`src/rtl/seg_pkg.sv`:
```
// Shared constants for the 7-segment scan controller: segment codes, field widths
// and the scan state encoding.
package seg_pkg;

    localparam int BCD_W = 4;
    localparam int SEG_W = 7;

    // Segment order {a,b,c,d,e,f,g}, a in the MSB; a 0 lights the segment.
    localparam logic [SEG_W-1:0] SEG_BLANK = 7'h7F;
    localparam logic [SEG_W-1:0] SEG_TABLE [0:9] = '{
        7'b0000001,
        7'b1001111,
        7'b0010010,
        7'b0000110,
        7'b1001100,
        7'b0100100,
        7'b0100000,
        7'b0001111,
        7'b0000000,
        7'b0000100
    };

    typedef enum logic [0:0] {
        BLANK = 1'b0,
        SHOW  = 1'b1
    } scan_state_e;

endpackage

```
`src/rtl/seg_decoder.sv`:
```
// BCD digit to active-low 7-segment pattern; non-decimal codes render blank.
module seg_decoder
    import seg_pkg::*;
(
    input  logic [BCD_W-1:0] bcd,
    output logic [SEG_W-1:0] seg
);

    always_comb begin
        seg = SEG_BLANK;
        if (bcd <= 4'd9) begin
            seg = SEG_TABLE[bcd];
        end
    end

endmodule

```
`src/rtl/seg_scan_ctrl.sv`:
```
// Time-multiplexed N-digit common-anode 7-segment scanner with frame-atomic
// BCD updates, dead-time blanking, leading-zero blanking and decimal points.
module seg_scan_ctrl
    import seg_pkg::*;
#(
    parameter int N_DIGITS     = 4,
    parameter int PRESCALE     = 50000,
    parameter int BLANK_CYCLES = 16
) (
    input  logic                      i_clk,
    input  logic                      i_rst_n,
    input  logic [BCD_W*N_DIGITS-1:0] i_bcd,
    input  logic                      i_valid,
    output logic                      o_ready,
    input  logic                      i_lzb_en,
    input  logic [N_DIGITS-1:0]       i_dp,
    output logic [SEG_W-1:0]          o_segments,
    output logic                      o_dp,
    output logic [N_DIGITS-1:0]       o_digit_en_n,
    output logic                      o_frame_done,
    output scan_state_e               o_dbg_state
);

    localparam int CW    = $clog2(PRESCALE);
    localparam int IDX_W = $clog2(N_DIGITS);
    localparam int WORD_W = BCD_W * N_DIGITS;

    localparam logic [CW-1:0]    CNT_LAST      = CW'(PRESCALE - 1);
    localparam logic [CW-1:0]    CNT_PRE_LAST  = CW'(PRESCALE - 2);
    localparam logic [CW-1:0]    CNT_BLANK_END = CW'(BLANK_CYCLES - 1);
    localparam logic [IDX_W-1:0] IDX_LAST      = IDX_W'(N_DIGITS - 1);

    localparam logic [0:0] ST_BLANK = BLANK;
    localparam logic [0:0] ST_SHOW  = SHOW;

    if (N_DIGITS < 2 || N_DIGITS > 8) begin : g_bad_digits
        $error("seg_scan_ctrl: N_DIGITS must be in 2..8");
    end
    if (PRESCALE < 4) begin : g_bad_prescale
        $error("seg_scan_ctrl: PRESCALE must be at least 4");
    end
    if (BLANK_CYCLES < 1 || BLANK_CYCLES >= PRESCALE) begin : g_bad_blank
        $error("seg_scan_ctrl: BLANK_CYCLES must be in 1..PRESCALE-1");
    end

    logic [0:0]       state;
    logic [CW-1:0]    cnt;
    logic [IDX_W-1:0] idx;
    logic [WORD_W-1:0] active;
    logic [WORD_W-1:0] pending;
    logic             pending_full;

    logic             slot_end;
    logic             frame_end;
    logic             xfer;
    logic [BCD_W-1:0] cur_nibble;
    logic             upper_zero;
    logic             lz_hit;
    logic [SEG_W-1:0] dec_seg;
    logic [SEG_W-1:0] seg_next;

    // Valid/ready: a word transfers on any clock edge where i_valid and o_ready
    // are both high; o_ready depends only on registered state, never on i_valid.
    assign o_ready     = ~pending_full;
    assign xfer        = i_valid && o_ready;
    assign slot_end    = (cnt == CNT_LAST);
    assign frame_end   = slot_end && (idx == IDX_LAST);
    assign o_dbg_state = scan_state_e'(state);

    always_comb begin
        cur_nibble = '0;
        for (int k = 0; k < N_DIGITS; k++) begin
            if (idx == IDX_W'(k)) begin
                cur_nibble = active[k*BCD_W +: BCD_W];
            end
        end
    end

    // Walk down from the top digit: a digit is a leading zero while every
    // nibble from it upward is zero. Digit 0 is never considered.
    always_comb begin
        upper_zero = 1'b1;
        lz_hit     = 1'b0;
        for (int k = N_DIGITS - 1; k >= 1; k--) begin
            upper_zero = upper_zero && (active[k*BCD_W +: BCD_W] == '0);
            if (idx == IDX_W'(k) && upper_zero) begin
                lz_hit = 1'b1;
            end
        end
    end

    seg_decoder u_dec (
        .bcd (cur_nibble),
        .seg (dec_seg)
    );

    assign seg_next = (i_lzb_en && lz_hit) ? SEG_BLANK : dec_seg;

    always_ff @(posedge i_clk or negedge i_rst_n) begin
        if (!i_rst_n) begin
            state        <= ST_BLANK;
            cnt          <= '0;
            idx          <= '0;
            o_segments   <= SEG_BLANK;
            o_dp         <= 1'b1;
            o_digit_en_n <= '1;
            o_frame_done <= 1'b0;
        end else begin
            cnt          <= slot_end ? '0 : cnt + 1'b1;
            o_frame_done <= (cnt == CNT_PRE_LAST) && (idx == IDX_LAST);
            case (state)
                ST_BLANK: begin
                    o_segments <= seg_next;
                    o_dp       <= ~i_dp[idx];
                    if (cnt == CNT_BLANK_END) begin
                        state        <= ST_SHOW;
                        o_digit_en_n <= ~(N_DIGITS'(1) << idx);
                    end
                end
                ST_SHOW: begin
                    if (slot_end) begin
                        state        <= ST_BLANK;
                        o_digit_en_n <= '1;
                        o_segments   <= SEG_BLANK;
                        o_dp         <= 1'b1;
                        idx          <= (idx == IDX_LAST) ? '0 : idx + 1'b1;
                    end
                end
                default: state <= ST_BLANK;
            endcase
        end
    end

    // The displayed word only moves at the frame boundary; a word arriving on
    // the boundary cycle itself bypasses the pending buffer.
    always_ff @(posedge i_clk or negedge i_rst_n) begin
        if (!i_rst_n) begin
            active       <= '0;
            pending      <= '0;
            pending_full <= 1'b0;
        end else if (frame_end) begin
            if (pending_full) begin
                active       <= pending;
                pending_full <= 1'b0;
            end else if (xfer) begin
                active <= i_bcd;
            end
        end else if (xfer) begin
            pending      <= i_bcd;
            pending_full <= 1'b1;
        end
    end

endmodule

```
`config.mk`:
```
export PLATFORM = sky130hd
export DESIGN_NAME = seg_scan_ctrl
export DESIGN_NICKNAME = d
export VERILOG_FILES = /design/src/rtl/seg_pkg.sv /design/src/rtl/seg_decoder.sv /design/src/rtl/seg_scan_ctrl.sv
export SDC_FILE = /design/constraint.sdc
export NUM_CORES = 1
export LEC_CHECK = 0
export ABC_CLOCK_PERIOD_IN_PS = 3000
export CORE_MARGIN = 3
export CORE_UTILIZATION = 60
export CTS_BUF_LIST = sky130_fd_sc_hd__clkbuf_8
export CTS_CLUSTER_DIAMETER = 40
export CTS_CLUSTER_SIZE = 40
export DETAILED_ROUTE_END_ITERATION = 6
export DONT_BUFFER_PORTS = 1
export PLACE_DENSITY_LB_ADDON = 0.2
export SYNTH_ARGS = -nofsm -noshare
export SYNTH_HDL_FRONTEND = slang
export SYNTH_SLANG_ARGS = --single-unit
```
`constraint.sdc`:
```
create_clock -name i_clk -period 3 [get_ports i_clk]
set_input_delay 0.15 -clock i_clk [delete_from_list [all_inputs] [get_ports i_clk]]
set_output_delay 0.15 -clock i_clk [all_outputs]
set_load 0.02 [all_outputs]
```
Word level (Yosys, flattened, before mapping)
Memory sizes are Yosys's and may differ from the RTL's.
Index checks and enable logic that the tools add are counted.
{"block": "word_totals", "ff_bits": 65, "rom_bits": 112, "input_bits": 24, "word_cells": 79, "memories": 1}
{"block": "classes", "n_addsub": 2, "order_cmp": 3, "n_eq_ne": 8, "shift": 1, "n_mux": 29, "n_bitwise": 6, "reduce_logical": 19}
{"memory": "(name not given)", "depth": 16, "word_bits": 7, "rd": 1, "rd_clocked_by_memory_dff": 0, "wr": 0, "line": "seg_decoder.sv:12", "rtl": "seg = SEG_TABLE[bcd];"}
{"cell": "two-way mux 16 bit", "count": 3}
{"cell": "two-way mux 7 bit", "count": 5}
{"cell": "equality test 16 bit, second input constant", "count": 2}
{"cell": "two-way mux 4 bit", "count": 6}
{"cell": "adder 16 x 1 -> 16 bit, second input constant", "count": 1}
{"cell": "equality test 16 x 4 -> 1 bit, second input constant", "count": 1}
{"cell": "one-hot mux 7 bit (2 select lines)", "count": 1}
{"cell": "logical NOT 4 bit", "count": 3}
{"cell": "logical AND 1 bit", "count": 9}
{"cell": "two-way mux 1 bit", "count": 9}
{"cell": "one-hot mux 4 bit (2 select lines)", "count": 1}
{"cell": "AND reduction 2 bit", "count": 4}
{"cell": "greater-or-equal comparator 5 bit, second input constant", "count": 1}
{"cell": "NOT 4 -> 5 bit", "count": 1}
{"cell": "equality test 2 bit, second input constant", "count": 2}
{"cell": "<= comparator 4 bit, second input constant", "count": 1}
{"cell": "NOT 1 bit", "count": 4}
{"cell": "NOT 4 bit", "count": 1}
{"cell": "one-hot mux 1 bit (2 select lines)", "count": 2}
{"cell": "nonzero test 2 bit", "count": 2}
{"cell": "<< shifter 1 x 2 -> 4 bit, first input constant", "count": 1}
{"cell": "less-than comparator 2 x 3 -> 1 bit, second input constant", "count": 1}
{"cell": "adder 2 x 1 -> 2 bit, second input constant", "count": 1}
{"cell": "binary-select mux 1 bit (select 2 bit)", "count": 1}
{"cell": "5 further kinds", "count": 5}

Depth between registers and ports, before layout
{"block": "depth", "depth_word": 12, "mapped_depth": 12, "mapped_depth_nobuf": 11}

Modules after synthesis
A second synthesis with hierarchy kept.
{"block": "unflattened", "hier_cells": 281, "hier_area_um2": 3373.2}
{"module": "seg_scan_ctrl", "n_inst": 1, "cells_each": 251, "area_each_um2": 3165.5, "seq_area_each_um2": 1641.6}
{"module": "seg_decoder", "n_inst": 1, "cells_each": 30, "area_each_um2": 207.7, "seq_area_each_um2": 0.0}

Worst setup path before layout
No wires, ideal clock.
{"block": "synth_timing", "kind": "register -> register", "start": "register idx[0]", "end": "register o_segments[3]", "arrival_time_ps": 2275, "required_ps": 2920, "setup_slack_ps": 645, "stages_incl_launch_ff": 11, "path_cell_list": "dfrtp_1 -> inv_1 -> ha_1 -> nor2b_1 -> a221o_1 -> a22oi_1 -> inv_1 -> ha_1 -> o21ai_0 -> o311ai_1 -> o22a_1"}
{"block": "synth_between", "elab_chain_len": 12, "word_cells_on_any_way": 23}
{"element": "start, declared", "line": "seg_scan_ctrl.sv:48", "rtl": "logic [IDX_W-1:0] idx;"}
{"element": "start signal, assigned", "line": "seg_scan_ctrl.sv:126", "rtl": "idx <= (idx == IDX_LAST) ? '0 : idx + 1'b1;"}
{"element": "logical NOT 2 bit", "line": "seg_scan_ctrl.sv:73", "rtl": "if (idx == IDX_W'(k)) begin"}
{"element": "two-way mux 4 bit (4 in series)", "line": "seg_scan_ctrl.sv:73"}
{"element": "NOT 4 -> 5 bit (not written as such)", "line": "seg_decoder.sv:12"}
{"element": "memory read (16 x 7 bit)"}
{"element": "two-way mux 7 bit (not written as such) (2 in series)", "line": "seg_decoder.sv:12"}
{"element": "two-way mux 7 bit", "line": "seg_decoder.sv:11", "rtl": "if (bcd <= 4'd9) begin"}
{"element": "two-way mux 7 bit (*)", "line": "seg_scan_ctrl.sv:97", "rtl": "assign seg_next = (i_lzb_en && lz_hit) ? SEG_BLANK : dec_seg;"}
{"element": "one-hot mux 7 bit (2 select lines) (*)", "line": "seg_scan_ctrl.sv:111", "rtl": "case (state)"}
{"element": "end signal, assigned", "line": "seg_scan_ctrl.sv:113", "rtl": "o_segments <= seg_next;"}
{"element": "end, declared", "line": "seg_scan_ctrl.sv:17", "rtl": "output logic [SEG_W-1:0] o_segments,"}
Every way passes the cells marked *; elsewhere a longest branch is shown, timed or not. The select of a mux whose other input is x is not followed.
A chain may end at the register's enable or synchronous reset.

Worst setup path in the final report
{"block": "layout_timing", "start": "register idx[0]", "end": "register o_segments[2]"}
The elaborated chain is that of the path after synthesis.

==> impl_results.md <==
- Sw Share: 20.17%
- CP Capture Type: register
- Worst Setup Start Kind: register
- Core ar.: 5270 µm²
- Worst Tran Pin Value: 435.9 ps
- Fin Setup TNS: 0 ps
- Hold Slack: 36.55 ps
- Tcrit/Tclk final: 90.48%
- Global route overflow: 0
- Number of enable flip-flop cells after synthesis: 0
- Critical Path Stages: 11
- Global-route wire length before repair: 10870 µm
- Dpl hpwl: 4204 µm
- R2R depth: 11
- Ports: 39
- Final min period: 2714 ps
- Cells after synthesis: 291
- Crit path largest cell delay: 460 ps
- P_leak: 1.835 nW
- Clock sink count: 65
- Avg Cell Area, Syn: 11.65 µm²
- Top achievable clock speed: 368.4 MHz
- CTS resizes: 0
- Post-CTS Setup Bufs: 0
- Clk pwr share: 46.9%
- Die X: 81.16 µm
- Worst Hold Launch: i_bcd[9]
- Placer Congestion: 0.8453
- CP bufs+invs: 2
- Worst setup path class: register to register
- Setup crit start: idx[0]
- Wire per inst: 16.49 µm
- Status: finished clean
- # H-tree levels: 3
- Sequential Power Share: 48.6%
- Critical path required time: 3270 ps
- Final net count: 345
- Share of power burned in combinational logic: 4.4%
- Num CTS Buffers: 9
- Maxcap violations: 0
- Initial antenna violation count: 0
- Data arrival, critical path: 2980 ps
- Die area: 6587 µm²
- Most used flip-flop cell after synthesis: dfrtp_1
- Ant. Diodes: 0
- Via density: 5.691
- Flop-to-flop setup slack: 290 ps
- Internal power: 0.001491 W
- Share of layout cells above drive strength 1: 24.44%
- Die height: 81.16 µm
- Synth Register Bits: 65
- Async S/R FF share, synth: 100.0%
- Worst Clk Skew: 13.45 ps
- CTS tree: done
- Antenna-violating nets left: 0
- Worst hold path type: primary input to register
- Cell family with most CP delay: compound AO/OA/AOI/OAI gates
- Netlist cell types: 53
- Post-synthesis sequential area ratio: 48.43%
- Maximum root-to-sink buffer count: 2
- PD cells: 488.7 nW/µm²
- CP endpoint: o_segments[2]
- Final WL: 6349 µm
- Slowest-stage cell, CP: dfrtp_1
- IO buf count: 0
- Cell chain of the critical path: inv_1 > ha_1 > nor2b_1 > a221o_1 > a22oi_1 > inv_1 > ha_1 > nor2_1 > o21ai_1 > nand2b_1 > o22a_1
- Origin of the critical flop-to-flop path: idx[0]
- Num rows: 26
- Pin count of the biggest net entering global routing: 66
- Psw: 0.0003767 W
- DRC errors left: 0
- Critical path peak fanout: 6
- Slew Viols, Final: 0
- IR drop worst, VDD: 0.3160 mV
- Tot GR Track Use: 21.78%
- Rel. slew slack: 70.94%
- Clock transition at path regs: 80 ps
- Worst reg2reg path endpoint: o_segments[2]
- Clock latency at the later pin of the worst-skew pair: 330 ps
- Warnings from Yosys: 0
- Hold Vio Cnt, Final: 0
- Final setup violating endpoints: 0
- Hold-critical path depth: 2
- Vias: 2191
- RSZ-0062 raised after global routing: no
- Initial DRT Pass Iterations: 5
- Synth Cell Area: 3390 µm²
- Initial Utilization: 64.32%
- Root buffer cell: clkbuf_8
- Number of global-route vias before repair: 2239
- Drt first-iter violations: 84
- Syn_nets: 326
- Fillers: 381
- Area growth, synth to finish: 12.74%
==> registers in the layout (all words and copies together) (netlist names) <==
name,flops
active,16
cnt,16
pending,16
o_segments,7
o_digit_en_n,4
idx,2
o_dbg_state,1
o_dp,1
o_frame_done,1
pending_full,1
==> cells in the final DEF, fill, tap and decap left out, types with 6 or more instances in the layout <==
cell           instances
mux2_4                10
dfstp_2               12
o22a_1                 7
mux2_2                 8
a21oi_2               14
nand2_1               10
nand3_1                7
nor2_1                35
inv_1                 12
dlygate4sd3_1         18
clkbuf_8               9
xor2_1                 8
mux2i_1               18
dfrtp_1               53
a21oi_1                7
ha_1                  11
and3_1                 6
==> logic make-up after synthesis <==
group	share of synthesized area, %
muxes	13.07
DFF	48.43
AOI/OAI and AO/OA	12.00
buffers and inverters	4.688
and+or+nand+nor	14.40
adders and majority gates	4.060
xor gates and xnor gates	3.359
==> synth_stat cells (5+ instances only) <==
library cell  count  area [µm²]
xor2_1            8       70.07
buf_2             7       35.03
mux2i_1          18       180.2
nand2_1          10       37.54
and3_1            6       37.54
inv_1            10       37.54
a21oi_2          14       122.6
mux2_2            8       90.09
ha_1             11       137.6
mux2_4           10       150.1
nor2_1           35       131.4
xnor2_1           5       43.79
a21oi_1           7       35.03
dfrtp_1          53        1326
dfstp_2          12       315.3
o22a_1            7       61.31
nand3_1           7       35.03
a22oi_1           5       37.54
==> power groups by stage <==
stage	clock network (W)	logic, W	registers (W)
floorplan	0	0.0000386	0.000921
global placement	0	0.0000421	0.000923
detailed placement	0	0.0000435	0.000924
CTS	0.000892	0.0000841	0.000908
global route	0.000931	0.0000914	0.000910
finish	0.000876	0.0000827	0.000908
==> how the worst min path moves through the flow <==
stage,end
floorplan,active[0]
finish,active[9]
global route,active[9]
global placement,cnt[13]
CTS,active[13]
detailed placement,cnt[13]
==> layout make-up <==
| type | instances | area, µm² | share of cell area, % |
|---|---|---|---|
| multi-input combinational | 202 | 1589 | 41.58 |
| timing repair buffer | 22 | 230.2 | 6.025 |
| tap | 70 | 87.58 | 2.292 |
| clock inverter | 7 | 111.4 | 2.914 |
| inverter | 10 | 37.54 | 0.9823 |
| clock buffer | 9 | 123.9 | 3.242 |
| sequential | 65 | 1642 | 42.96 |
==> timing repair <==
item                                    in CTS  in global routing
endpoints found under the setup margin       0                  0
hold buffers                                19                  0
hold endpoints to repair                    82                  0
==> metal layers <==
metal	share of wire (%)	wire, µm	global-route usage, %	vias to the layer above
met5	0	0	0	-
met4	1.3	83	7.095	0
met3	4.7	296	6.763	8
met2	47	2994	32.51	43
met1	47	2975	30.26	1078
li1	-	-	-	1062
==> per-stage QoR <==
stage,instances,area (µm²),utilization (%),total power [W],worst slack (ps)
2_1_floorplan,291,3390,-,0.0009596,645.4
3_3_place_gp,350,3378,64.10,0.0009648,471.3
3_5_place_dp,350,3378,64.10,0.0009672,311.1
4_1_cts,385,3821,72.51,0.001883,277.4
5_1_grt,385,3821,72.51,0.001932,9.298
6_report,385,3821,72.51,0.001867,285.7
(Power assumes the default switching activity.)
